## src/rtl/tx_framer_pkg.sv

```systemverilog
// Shared types and defaults for the parametrised serial frame transmitter.
// Also used by the receive side for the CRC defaults.
package tx_framer_pkg;

    typedef enum logic [2:0] {
        ST_IDLE,
        ST_PRE,
        ST_SFD,
        ST_HDR,
        ST_DATA,
        ST_CRC,
        ST_GAP
    } state_t;

    localparam logic [7:0] DEF_SFD           = 8'b10101011;
    localparam int         DEF_PREAMBLE_BITS = 16;
    localparam int         DEF_CRC_W         = 8;
    localparam logic [7:0] DEF_CRC_POLY      = 8'h07;
    localparam logic [7:0] DEF_CRC_INIT      = 8'h00;

    // Payload byte count for a length field, clamped to the payload buffer size.
    function automatic int frame_bytes(input int len, input int max_bytes);
        return (len + 1 > max_bytes) ? max_bytes : len + 1;
    endfunction

endpackage

```

## src/rtl/crc_serial_param.sv

```systemverilog
// Bit-serial MSB-first CRC, non-reflected, no final XOR.
// clear has priority over enable so a new frame always starts from the seed.
module crc_serial_param
    import tx_framer_pkg::*;
#(
    parameter int               CRC_W    = DEF_CRC_W,
    parameter logic [CRC_W-1:0] CRC_POLY = CRC_W'(DEF_CRC_POLY),
    parameter logic [CRC_W-1:0] CRC_INIT = CRC_W'(DEF_CRC_INIT)
) (
    input  logic             clk,
    input  logic             rst_n,
    input  logic             clear,
    input  logic             enable,
    input  logic             data_in,
    output logic [CRC_W-1:0] crc_out
);

    logic [CRC_W-1:0] crc_reg;
    logic             fb;

    assign fb      = crc_reg[CRC_W-1] ^ data_in;
    assign crc_out = crc_reg;

    always_ff @(posedge clk or negedge rst_n) begin
        if (!rst_n) begin
            crc_reg <= CRC_INIT;
        end else if (clear) begin
            crc_reg <= CRC_INIT;
        end else if (enable) begin
            crc_reg <= {crc_reg[CRC_W-2:0], 1'b0} ^ (fb ? CRC_POLY : '0);
        end
    end

endmodule

```

## src/rtl/tx_framer_param.sv

```systemverilog
// Serial frame transmitter: preamble, SFD, header, payload, CRC, then an idle gap.
// Every output is registered; tx_line is loaded with the bit belonging to the next state.
module tx_framer_param
    import tx_framer_pkg::*;
#(
    parameter int               MAX_BYTES     = 16,
    parameter int               LEN_W         = 4,
    parameter int               HDR_W         = 8,
    parameter int               PREAMBLE_BITS = DEF_PREAMBLE_BITS,
    parameter logic [7:0]       SFD           = DEF_SFD,
    parameter int               CRC_W         = DEF_CRC_W,
    parameter logic [CRC_W-1:0] CRC_POLY      = CRC_W'(DEF_CRC_POLY),
    parameter logic [CRC_W-1:0] CRC_INIT      = CRC_W'(DEF_CRC_INIT),
    parameter int               IFG_BITS      = 8
) (
    input  logic                           clk,
    input  logic                           rst_n,
    input  logic                           tx_valid,
    output logic                           tx_ready,
    input  logic [HDR_W-1:0]               tx_header,
    input  logic [MAX_BYTES*8-1:0]         tx_data,
    input  logic                           err_inject,
    input  logic [$clog2(MAX_BYTES*8)-1:0] err_bit_idx,
    output logic                           tx_line,
    output logic                           tx_busy,
    output logic                           tx_done,
    output logic [15:0]                    frame_cnt
);

    localparam int CNT_W = 16;
    localparam int IDX_W = $clog2(MAX_BYTES*8);
    localparam int SH_W  = 8 + HDR_W + MAX_BYTES*8;

    state_t             state_reg, state_next;
    logic [CNT_W-1:0]   cnt_reg, cnt_next;
    logic [SH_W-1:0]    sh_reg;
    logic [CRC_W-1:0]   crc_sh_reg;
    logic [CNT_W-1:0]   nbits_reg;
    logic               inj_reg;
    logic [IDX_W-1:0]   idx_reg;
    logic               line_reg, line_next;
    logic               busy_reg, ready_reg, done_reg;
    logic [15:0]        frame_cnt_reg;
    logic               handshake, frame_end, shift_en, crc_en, flip;
    logic [CRC_W-1:0]   crc_out;

    assign handshake = (state_reg == ST_IDLE) && tx_valid;
    assign tx_ready  = ready_reg;
    assign tx_line   = line_reg;
    assign tx_busy   = busy_reg;
    assign tx_done   = done_reg;
    assign frame_cnt = frame_cnt_reg;

    always_comb begin
        state_next = state_reg;
        cnt_next   = cnt_reg + 1'b1;
        frame_end  = 1'b0;
        case (state_reg)
            ST_IDLE: begin
                cnt_next = '0;
                if (tx_valid) state_next = ST_PRE;
            end
            ST_PRE: if (cnt_reg == CNT_W'(PREAMBLE_BITS-1)) begin
                state_next = ST_SFD;
                cnt_next   = '0;
            end
            ST_SFD: if (cnt_reg == CNT_W'(7)) begin
                state_next = ST_HDR;
                cnt_next   = '0;
            end
            ST_HDR: if (cnt_reg == CNT_W'(HDR_W-1)) begin
                state_next = ST_DATA;
                cnt_next   = '0;
            end
            ST_DATA: if (cnt_reg == nbits_reg - 1'b1) begin
                state_next = ST_CRC;
                cnt_next   = '0;
            end
            ST_CRC: if (cnt_reg == CNT_W'(CRC_W-1)) begin
                state_next = (IFG_BITS == 0) ? ST_IDLE : ST_GAP;
                cnt_next   = '0;
                frame_end  = 1'b1;
            end
            ST_GAP: if (cnt_reg == CNT_W'(IFG_BITS-1)) begin
                state_next = ST_IDLE;
                cnt_next   = '0;
            end
            default: begin
                state_next = ST_IDLE;
                cnt_next   = '0;
            end
        endcase
    end

    // SFD, header and payload sit back to back in one shift register; the CRC sees the true bit.
    always_comb begin
        shift_en  = (state_next == ST_SFD) || (state_next == ST_HDR) || (state_next == ST_DATA);
        crc_en    = (state_next == ST_DATA);
        flip      = inj_reg && (cnt_next == CNT_W'(idx_reg));
        line_next = 1'b0;
        case (state_next)
            ST_PRE:  line_next = ~cnt_next[0];
            ST_SFD,
            ST_HDR:  line_next = sh_reg[SH_W-1];
            ST_DATA: line_next = sh_reg[SH_W-1] ^ flip;
            ST_CRC:  line_next = (state_reg == ST_CRC) ? crc_sh_reg[CRC_W-1] : crc_out[CRC_W-1];
            default: line_next = 1'b0;
        endcase
    end

    always_ff @(posedge clk or negedge rst_n) begin
        if (!rst_n) begin
            state_reg     <= ST_IDLE;
            cnt_reg       <= '0;
            sh_reg        <= '0;
            crc_sh_reg    <= '0;
            nbits_reg     <= '0;
            inj_reg       <= 1'b0;
            idx_reg       <= '0;
            line_reg      <= 1'b0;
            busy_reg      <= 1'b0;
            ready_reg     <= 1'b1;
            done_reg      <= 1'b0;
            frame_cnt_reg <= '0;
        end else begin
            state_reg <= state_next;
            cnt_reg   <= cnt_next;
            line_reg  <= line_next;
            busy_reg  <= (state_next != ST_IDLE);
            ready_reg <= (state_next == ST_IDLE);
            done_reg  <= frame_end;
            if (frame_end) frame_cnt_reg <= frame_cnt_reg + 16'd1;
            if (handshake) begin
                sh_reg    <= {SFD, tx_header, tx_data};
                nbits_reg <= CNT_W'(frame_bytes(int'(tx_header[LEN_W-1:0]), MAX_BYTES) * 8);
                inj_reg   <= err_inject;
                idx_reg   <= err_bit_idx;
            end else if (shift_en) begin
                sh_reg <= {sh_reg[SH_W-2:0], 1'b0};
            end
            if (state_next == ST_CRC) begin
                crc_sh_reg <= (state_reg == ST_CRC) ? {crc_sh_reg[CRC_W-2:0], 1'b0}
                                                    : {crc_out[CRC_W-2:0], 1'b0};
            end
        end
    end

    crc_serial_param #(
        .CRC_W    (CRC_W),
        .CRC_POLY (CRC_POLY),
        .CRC_INIT (CRC_INIT)
    ) u_crc (
        .clk     (clk),
        .rst_n   (rst_n),
        .clear   (handshake),
        .enable  (crc_en),
        .data_in (sh_reg[SH_W-1]),
        .crc_out (crc_out)
    );

endmodule

```

## config.mk

```make
export PLATFORM = sky130hd
export DESIGN_NAME = tx_framer_param
export DESIGN_NICKNAME = d
export VERILOG_FILES = /design/src/rtl/tx_framer_pkg.sv /design/src/rtl/crc_serial_param.sv /design/src/rtl/tx_framer_param.sv
export SDC_FILE = /design/constraint.sdc
export NUM_CORES = 1
export LEC_CHECK = 0
export CORE_AREA = 10 10 184 186
export DETAILED_ROUTE_END_ITERATION = 10
export DIE_AREA = 0 0 194 196
export GPL_ROUTABILITY_DRIVEN = 0
export GPL_TIMING_DRIVEN = 0
export PLACE_DENSITY = 0.67
export SYNTH_ARGS = -nofsm -noshare
export SYNTH_HDL_FRONTEND = slang
export SYNTH_SLANG_ARGS = --single-unit
```

## constraint.sdc

```tcl
create_clock -name clk -period 7.21 [get_ports clk]
set_input_delay 2.163 -clock clk [delete_from_list [all_inputs] [get_ports clk]]
set_output_delay 2.163 -clock clk [all_outputs]
set_load 0.01 [all_outputs]
```

Yosys cells after proc, flatten, opt, wreduce, memory -nomap -nowiden
Cells that the tools add are included.
{ "totals": {"memories": 0, "input_bits": 147, "regBits": 220, "mem_bits_rw": 0, "romBits": 0, "latchBits": 0, "elab_cells": 71} }
{ "classes": {"add_sub_neg": 4, "magnitude_cmp": 1, "n_div": 0, "shift": 0, "n_mul": 0, "mux": 23, "n_eq_ne": 15, "n_bitwise": 4, "reduce_logical": 11} }
{ "op_table": {"columns": ["op", "count"], "rows": [
  ["$mux W144", 2],
  ["$mux W16", 3],
  ["$pmux W16 S3", 1],
  ["$add A16 B1 Y16 const B", 2],
  ["$gt A32 B6 Y1 const B", 1],
  ["$mux W3", 8],
  ["$mux W8", 3],
  ["$pmux W3 S7", 1],
  ["$eq A16 B16 Y1", 1],
  ["$eq A16 B3 Y1 const B", 1],
  ["$eq A16 B4 Y1 const B", 1],
  ["$eq A16 B7 Y1", 1],
  ["$sub A16 B1 Y16 const B", 1],
  ["$eq A3 B3 Y1 const B", 5],
  ["$eq A3 B2 Y1 const B", 4],
  ["$xor A8 B8 Y8", 1],
  ["$eq A3 B1 Y1 const B", 2],
  ["$logic_not A3 Y1", 2],
  ["$add A4 B1 Y5 const B", 1],
  ["$mux W5", 1],
  ["$pmux W1 S4", 1],
  ["$reduce_bool A2 Y1", 2],
  ["$reduce_or A4 Y1", 1],
  ["$mux W1", 3],
  ["6 further kinds", 9]
]} }

Longest topological paths before layout
{ "logic_depth": {"depth_word": 9, "ltp_mapped": 16} }

Cells and area by module
From an unflattened synthesis, not the netlist that was laid out.
{ "unflattened": {"hier_cells": 1037, "hier_area_um2": 10408.7} }
{ "modules_own_cells": {"columns": ["mod", "area_per_inst_um2", "cells_per_inst", "n_inst"], "rows": [
  ["tx_framer_param", 10035.9, 1005, 1],
  ["crc_serial_param", 372.9, 32, 1]
]} }

Worst setup path after synthesis
No wires, ideal clock.
{ "synth_timing": {"path_type": "input-to-reg", "from": "in tx_valid", "to": "reg sh_reg[7]", "arrival_time_ns": 3.656, "required_ns": 7.074, "path_stages": 8, "path_slack_ns": 3.418, "setup_ns": 0.136, "path_cell_list": "nor2_1 a211o_1 a31oi_1 a211oi_2 a211oi_4 buf_6 clkbuf_1 o21ai_0"} }
{ "synth_between": {"elab_chain_cells": 6, "elab_cells_between_ends": 10} }
{ "synth_lines": {"columns": ["element", "line_no", "text"], "rows": [
  ["start, declared", "tx_framer_param.sv:18", "input logic tx_valid,"],
  ["$mux W3", "tx_framer_param.sv:61", "if (tx_valid) state_next = ST_PRE;"],
  ["$pmux W3 S7", "tx_framer_param.sv:58", "case (state_reg)"],
  ["$eq A3 B2 Y1", "tx_framer_param.sv:97", "shift_en = (state_next == ST_SFD) || (state_next == ST_HDR) || (state_next == ST_DATA);"],
  ["$logic_or A1 B1 Y1 (2 in a row)", "tx_framer_param.sv:97", null],
  ["$reduce_bool A2 Y1 (no source line)", null, null],
  ["end signal, assigned", "tx_framer_param.sv:134", "sh_reg <= {SFD, tx_header, tx_data};"],
  ["end signal, assigned", "tx_framer_param.sv:139", "sh_reg <= {sh_reg[SH_W-2:0], 1'b0};"],
  ["end, declared", "tx_framer_param.sv:36", "logic [SH_W-1:0] sh_reg;"]
]} }
Several ways; a longest one is shown, not always the timed one.
A chain may end at the register's enable or synchronous reset.

Worst setup path after layout
{ "layout_timing": {"from": "in tx_valid", "to": "reg nbits_reg[5]"} }
{ "layout_between": {"elab_chain_cells": 1} }
{ "layout_lines": {"columns": ["element", "line_no", "text"], "rows": [
  ["$logic_and A1 B1 Y1", "tx_framer_param.sv:47", "assign handshake = (state_reg == ST_IDLE) && tx_valid;"],
  ["end signal, assigned", "tx_framer_param.sv:135", "nbits_reg <= CNT_W'(frame_bytes(int'(tx_header[LEN_W-1:0]), MAX_BYTES) * 8);"],
  ["end, declared", "tx_framer_param.sv:38", "logic [CNT_W-1:0] nbits_reg;"]
]} }
No other way between the ends.

==> reports/results.ini <==
[status]
status=complete, no violations

[clocking]
cts_sinks=211
cts_root_buffer=clkbuf_16
post_cts_buffers=0
ctsLongestPathBuffers=3
clk_latency_ns=0.53
cts_resized=0
clkTransAtPathRegs_ns=0.05
hold_buffers=0
cts_buffers=26
cts_tree=done
h-tree-depth=1

[route]
drtIter0Drc=453
vias=8124
wl_mm=26.3
wl_met3_mm=1.69
avgViaCountPerCell=4.91
drc=0
wire_per_inst_um=15.9
wl_met2_mm=12.2
drt_first_pass_iters=5
wl_met1_mm=11.9
highest_layer=met5
ant_nets=0

[cells_and_area]
synthToLayoutAreaGrowth_pct=29.1
final_nets=1393
antenna_cells=0
drive_gt1_share_pct=5.65
final_util_pct=44.4
largest_reg_flops=144

[synth]
yosysTopAreaCellShare_pct=50.5
yosysMostFrequentCell=dfrtp_1
synth_cells=1046
mappedNetlistNets=1198
syn_area_um2=10400
syn_area_per_cell_um2=9.95
yosys.area.top_type=dfrtp_1
synth_edf_count=0
async_reset_ff_share_pct=100
yosysWarnings=0
ys_types=59
synthTopCellsByArea=dfrtp_1 50%, mux2i_1 15%, nand2_1 7.5%
synthTopCellsByCount=210 x dfrtp_1, 207 x nand2_1, 154 x mux2i_1
synthFlopType=dfrtp_1
ys_seq_area_share_pct=50.7
synth_seq_cells=211

[power_and_ir_drop]
p_total_mw=3.13
peakVddDrop_v=0.000197
switching_share_pct=25.3
power_frac_comb_pct=13.5
switchingPower_mw=0.792
p_leak_nw=5.47
internal-power_mw=2.34
p_seq_share_pct=45.3
clkPwrFrac_pct=41.2
power_density_nw_per_um2=233

[worst_hold_path]
hold_path_depth=2
min_path_type=flip-flop to flip-flop
whs_endpoint=sh_reg[62]
min_from=sh_reg[62]

[timing]
setup_viol=0
layout_setup_ws_ns=2.52
hold_ws_ns=0.474
period_share_pct=65.0
fin_setup_tns_ns=0
hold_violations=0
fin_worst_skew_ns=0.0151
slew_headroom_pct=38.8
rsz0062_at_grt=false
maxSlewViolCount=0
final.min_clock_period_ns=4.69
fmaxAchievable_mhz=213
worst_pin_slew_ns=0.905

[critical_path]
critical_path.max_fanout=10
r2r-end=sh_reg[9]
rr_startpoint=cnt_reg[5]
rrSetupSlack_ns=3.22
crit_path_start_kind=input port
end_kind=flip-flop
required_ns=7.58
critical_path_class=input port to flip-flop
ff2ff_path_depth=10
cp.arrival_ns=5.06

[flow_run]
drv_cap=0

[floorplanning]
io_pins=167
die_area_um2=38000
initial_utilization_pct=34.4
die_w_um=194
row_count=64
core_area_um2=30300
die_h_um=196

[place]
io_buffers=166
hpwl_mm=19.0
place_ws_ns=1.85

[grt]
grt_pass1_vias=8292
antenna_found_initial=2
grt_overflow_total=0
grt_pass1_wl_mm=43.5
grtUsageTotal_pct=13.4
grt_max_degree=108

routing by layer:
metal	vias to the layer above	track usage [%]
li1	4007	-
met1	3910	17.0
met2	166	22.0
met3	39	4.01
met4	2	2.99
met5	-	0
critical path, cell delays in order:
cell and delay [ns]:
clkdlybuf4s50_1 0.51, nor4b_1 0.25, clkbuf_1 0.43, buf_2 0.39
clkbuf_1 0.64, clkbuf_1 0.54, a21oi_1 0.13
metrics by stage:
step / instance area, um^2 / cells
floorplan: 10400 / 1046
global placement: 12600 / 1608
detailed placement: 12600 / 1609
CTS: 13400 / 1653
global route: 13400 / 1653
finish: 13400 / 1653
logic make-up after synthesis:
logic type,Yosys count,synth area share (%)
buf+inv,83,4.16
compound gates,203,10.9
flops,211,50.7
xor+xnor,41,3.45
mux,155,14.9
fa+ha+maj,6,0.697
simple gates,347,15.1
power by group through the flow:
stage / sequential [mW] / clock [mW] / combinational [mW]
global placement: 1.44 / 0 / 0.417
CTS: 1.42 / 1.33 / 0.431
finish: 1.42 / 1.29 / 0.422
detailed placement: 1.44 / 0 / 0.431
global route: 1.44 / 1.38 / 0.476
floorplan: 1.42 / 0 / 0.255
final cells by class:
class | instances | area [um^2]
multi-input cells | 752 | 4690
plain buffers | 73 | 395
repair buffers | 167 | 1690
well taps | 396 | 495
flip-flops and latches | 211 | 5280
clock inverters | 4 | 72.6
fillers | 2891 | 16800
inverters | 10 | 37.5
clock buffers | 40 | 764
how the worst max path moves through the flow:
stage,start,endpoint
6_report,tx_valid,nbits_reg[5]
3_3_place_gp,rst_n,sh_reg[47]
4_1_cts,tx_valid,nbits_reg[5]
3_5_place_dp,tx_valid,nbits_reg[5]
2_1_floorplan,tx_valid,sh_reg[7]
5_1_grt,tx_valid,nbits_reg[5]
layout by cell type, fill, tap and decap left out, types with 3 or more instances in the layout:
cell type        instances
or4_1                    4
o31ai_1                  4
nor2_1                  47
and4_1                   3
clkdlybuf4s50_1        165
nand2b_1                 3
xnor2_1                 29
nor4b_1                  4
a21oi_1                  8
nor4_1                   4
o21ai_1                 79
xor2_1                  12
inv_1                   10
a31oi_1                  5
dfrtp_1                210
buf_4                    3
buf_6                   12
clkbuf_8                 4
nor3_1                   6
o211ai_1                 4
nor2b_1                  3
buf_2                    7
ha_1                     5
clkbuf_16               27
nand4_1                 10
clkbuf_1                59
and2_1                   4
o21ai_0                 85
or3_1                    7
nand2_1                207
nand3b_1                 5
mux2i_1                154
and3_1                   7
nand3_1                 20
No activity file was read; power rests on OpenSTA's default activity.
